### config.mk
export PLATFORM = sky130hd
export DESIGN_NAME = if_id_stage
export DESIGN_NICKNAME = d
export VERILOG_FILES = /design/src/rtl/if_id_stage.sv
export SDC_FILE = /design/constraint.sdc
export NUM_CORES = 1
export LEC_CHECK = 0
export BUFFER_PORTS_ARGS = -buffer_cell sky130_fd_sc_hd__buf_2
export CORE_MARGIN = 2
export CORE_UTILIZATION = 46
export CTS_CLUSTER_DIAMETER = 80
export DETAILED_ROUTE_END_ITERATION = 8
export PLACE_DENSITY_LB_ADDON = 0.3
export REMOVE_ABC_BUFFERS = 1
export SKIP_LAST_GASP = 1
export SLEW_MARGIN = 25
export SYNTH_ARGS = -nofsm -noshare
export SYNTH_HDL_FRONTEND = slang
export SYNTH_SLANG_ARGS = --single-unit
### constraint.sdc
create_clock -name clk -period 2.4 [get_ports clk]
set_clock_uncertainty 0.2 [all_clocks]
set_input_delay 0.72 -clock clk [delete_from_list [all_inputs] [get_ports clk]]
set_output_delay 0.72 -clock clk [all_outputs]
set_load 0.02 [all_outputs]
### src/rtl/if_id_stage.sv
// Instruction-fetch stage and IF/ID pipeline register: owns the PC, drives the
// instruction cache, handles misses/stalls/redirects and keeps fetch/miss counters.
module if_id_stage #(
  parameter logic [31:0] RESET_PC = 32'h0000_0000
) (
  input  logic        clk,
  input  logic        rst_n,
  input  logic        hit,
  input  logic [31:0] icache_data,
  input  logic        stall,
  input  logic        branch_taken,
  input  logic [31:0] branch_target,
  output logic [31:0] icache_addr,
  output logic        icache_req,
  output logic [31:0] if_instr,
  output logic [31:0] if_next_pc,
  output logic        if_valid,
  output logic [31:0] fetch_count,
  output logic [15:0] miss_count
);

  typedef enum logic [1:0] {
    IDLE  = 2'd0,
    FETCH = 2'd1,
    MISS  = 2'd2
  } state_e;

  state_e      state_q, state_d;
  logic [31:0] pc_q, pc_d;
  logic [31:0] instr_q, instr_d;
  logic [31:0] npc_q, npc_d;
  logic        valid_q, valid_d;
  logic [31:0] fcnt_q, fcnt_d;
  logic [15:0] mcnt_q, mcnt_d;
  logic [31:0] pc_plus4_s;

  assign pc_plus4_s = pc_q + 32'd4;

  // Next-state decode: branch_taken beats stall, stall beats hit.
  always_comb begin
    state_d = state_q;
    pc_d    = pc_q;
    instr_d = instr_q;
    npc_d   = npc_q;
    valid_d = valid_q;
    fcnt_d  = fcnt_q;
    mcnt_d  = mcnt_q;
    case (state_q)
      IDLE: begin
        state_d = FETCH;
      end
      FETCH, MISS: begin
        if (branch_taken) begin
          pc_d    = {branch_target[31:2], 2'b00};
          instr_d = 32'd0;
          npc_d   = 32'd0;
          valid_d = 1'b0;
          state_d = FETCH;
        end else if (stall) begin
          state_d = state_q;
        end else if (!hit) begin
          instr_d = 32'd0;
          npc_d   = 32'd0;
          valid_d = 1'b0;
          state_d = MISS;
        end else begin
          instr_d = icache_data;
          npc_d   = pc_plus4_s;
          valid_d = 1'b1;
          pc_d    = pc_plus4_s;
          fcnt_d  = fcnt_q + 32'd1;
          state_d = FETCH;
        end
      end
      default: begin
        state_d = IDLE;
      end
    endcase
    // Every MISS cycle counts, including stalled ones, unless redirected away.
    if ((state_q == MISS) && !branch_taken && (mcnt_q != 16'hFFFF)) begin
      mcnt_d = mcnt_q + 16'd1;
    end else begin
      mcnt_d = mcnt_q;
    end
  end

  // State, PC, IF/ID and counter registers.
  always_ff @(posedge clk or negedge rst_n) begin
    if (!rst_n) begin
      state_q <= IDLE;
      pc_q    <= RESET_PC;
      instr_q <= 32'd0;
      npc_q   <= 32'd0;
      valid_q <= 1'b0;
      fcnt_q  <= 32'd0;
      mcnt_q  <= 16'd0;
    end else begin
      state_q <= state_d;
      pc_q    <= pc_d;
      instr_q <= instr_d;
      npc_q   <= npc_d;
      valid_q <= valid_d;
      fcnt_q  <= fcnt_d;
      mcnt_q  <= mcnt_d;
    end
  end

  assign icache_addr = pc_q;
  assign icache_req  = (state_q != IDLE);
  assign if_instr    = instr_q;
  assign if_next_pc  = npc_q;
  assign if_valid    = valid_q;
  assign fetch_count = fcnt_q;
  assign miss_count  = mcnt_q;

endmodule

==> run metrics <==
Buf/Inv on CP=1; flop2flop setup slack=~120 ps; # IOs=approximately 220; combined area of all synthesized cells=6800 sq um; clock net sink count=approximately 140; Worst Hold Class=in2async; NumNets Final=986; Distinct cells, synth=between 40 and 50; CP Cell Sequence=ha_1 -> and3_1 -> nand3_1 -> buf_4 -> nor4_2 -> mux2i_1 -> a21oi_1; FF+latch count, synth=between 100 and 150; fin crit share=95.1%; global-route wire length before repair=slightly below 30 mm; Primary FF master, synth=dfrtp_1; layout cell share with drive strength beyond 1=roughly a third; drt total wl=approximately 18 mm; largest net degree at the start of global routing=a little under 50; Top delay family on crit path=simple AND/OR/NAND/NOR gates; PD cells=1060 nW/um^2; H-tree Lvls=4; worst endpoint required time=~2500 ps; slew margin rel.=approximately two thirds; Post-synth EDFFs=0; Port Buffers=210; DRC=0; Syn. warnings=0; status=complete, no violations; met1 usage=a little under a third; Hold Buf Count CTS=0; Yosys top cell area share=a little over half; Initial Utilization=between 40% and 50%; startpoint types=register; average size of a mapped cell=a little over 10 sq um; clock root buffer=clkbuf_16; most frequent cells in the layout=buf_2 (209), dfrtp_1 (144), nand2_1 (77); initial antenna violation count=0; GR Layer Usage met2=a little under two fifths; Iteration-0 DRC Markers=about 380; Placeable Area=about 14000 sq um; Worst-Margin Slew=~510 ps; # Max-Cap Violations=0; Critical R2R Launch=icache_addr[2]$_DFFE_PN0P_; GP Congestion=approximately 0.9; met3 Track Usage GR=roughly 6.3%; Worst-path clk slew=roughly 60 ps; vias in the first global route=5755; cells after synthesis=~660; Die Ht=roughly 130 um; grt ovf=0; post-DR wirelength/cell=around 17 um; endpoints failing setup=0; Clock Path Buffers=2; Layout area overhead=32.8%; Arrival @ worst endpoint=~2400 ps; Diodes inserted=0; hpwl dp=between 10 and 15 mm; sequential area share after synthesis=~53%; VDD IR-drop max=0.000624 V; Total GRT Usage=around a quarter; Worst R2R End=icache_addr[28]$_DFFE_PN0P_; Crit Path Category=reg2reg; vias per cell=5.42; top post-synthesis cells by area=dfrtp_1 (53%), xnor2_1 (5.4%), a22o_1 (5.0%); fraction of registers with async set/reset=100%; Hold Worst Slack=~4.6 ps; DR vias=about 6000; Post-Place Cells=about 1100; leading cell type in the layout, fill and taps excluded=buf_2; Most Used Layer, Global Route=met2; Skew-Pair Late Insertion Delay=420 ps; die width=about 130 um; first-pass iteration count of the detailed router=5; Fillers=1199; Tmin final=around 2300 ps; Num CTS Buffers=17; Achievable Freq=438 MHz; Worst Setup End Kind=register; Row Count=44; Final Non-Filler Cells=1106; Crit Path Max Fanout=9; CTS tree=done; Die ar.=about 16000 sq um; Yosys top cell by area=dfrtp_1; Static Leak=about 4.6 nW; antenna viol nets, final=0; crit-path max cell delay=between 400 and 500 ps; Final Slew Violations=0; Worst Reg-to-Reg Cells=7; Fin. Hold Viols=0; CP max stage cell=nor4_2
[synth_stat cells (all sizes together) (2+ instances only)]
library cell and n:
or4 2, a221o 3, a21oi 20, inv 11
and3 15, nand3 36, buf 14, nor3 19
o21ai 39, ha 6, and2 6, clkbuf 28
a22oi 11, a22o 39, o21a 3, nor2b 3
nand2 77, xor2 27, and4 7, nand4 23
dfrtp 144, nor4 8, o22ai 14, nor2 35
mux2i 20, xnor2 42
[state kept, by name (all words and copies together) (netlist names)]
name,flops
icache_addr,30
fetch_count,32
if_instr,32
miss_count,16
if_valid,1
state_q,2
if_next_pc,31
[logic make-up (layout without fill, tap and decap cells)]
family	after synthesis	count (layout)	share of synthesized area, %
mux	21	21	3.11
buf+inv	53	311	3.25
flops	144	144	53.0
simple gates	236	236	17.5
other cells	1	2	0.0551
compound gates	133	133	13.1
xor+xnor	69	69	8.88
fa+ha+maj	6	6	1.10
[power by group]
part | internal, mW | switching [mW]
registers | 2.96 | 0.469
logic | 1.49 | 2.33
clock network | 1.40 | 0.979
[per-layer routing]
layer,share of wire (%),up-vias
met5,0,-
met4,2.0,0
met3,6.4,32
met2,48,223
met1,43,2886
li1,-,2858
[cell type report]
type	instances	area (sq um)	area share, %
Clock buffer	18	429	4.75
Multi-Input combinational cell	467	3070	33.9
Tap cell	184	230	2.55
Clock inverter	12	97.6	1.08
Timing Repair Buffer	270	1570	17.4
Inverter	11	41.3	0.457
Sequential cell	144	3600	39.9
[worst max path at each step]
stage,endpoint,from,depth (start not counted),slack [ps]
3_5_place_dp,fetch_count[23]$_DFFE_PN0P_,branch_taken,8,-240
2_1_floorplan,fetch_count[10]$_DFFE_PN0P_,state_q[1]$_DFFE_PN0P_,6,-3260
6_report,icache_addr[28]$_DFFE_PN0P_,icache_addr[2]$_DFFE_PN0P_,7,120
5_1_grt,fetch_count[15]$_DFFE_PN0P_,state_q[1]$_DFFE_PN0P_,9,-2
3_3_place_gp,fetch_count[29]$_DFFE_PN0P_,branch_taken,8,-200
4_1_cts,fetch_count[9]$_DFFE_PN0P_,state_q[0]$_DFFE_PN0P_,8,40
[repair_timing]
item | in CTS | in global routing
cloned | 0 | 0
pin swaps | 1 | 2
setup endpoints to repair | 3 | 11
hold endpoints to repair | 0 | 0
setup buffers | 0 | 0
gates resized for setup | 0 | 9
[worst register-to-register path, delay by kind of cell (launching register included)]
family,cells,cell delay (ps)
AND/OR/NAND/NOR,3,850
flip-flops,1,360
AO/OA/AOI/OAI,1,80
buffers and inverters,1,230
adder cells (fa/ha/maj),1,190
multiplexers,1,240
[per-stage QoR]
step                setup TNS, ps  util (%)  instance area [sq um]  power [mW]  setup slack (ps)
floorplan                 -206280         -                   6630        5.56             -3260
global placement            -2330      58.4                   8450        7.16              -204
detailed placement          -2900      58.4                   8450        7.23              -239
CTS                             0      62.0                   8980        9.63              39.5
global route                -1.65      62.4                   9040        10.2             -1.65
finish                          0      62.4                   9040        9.63               118
Power figures use the tool's default switching activity.
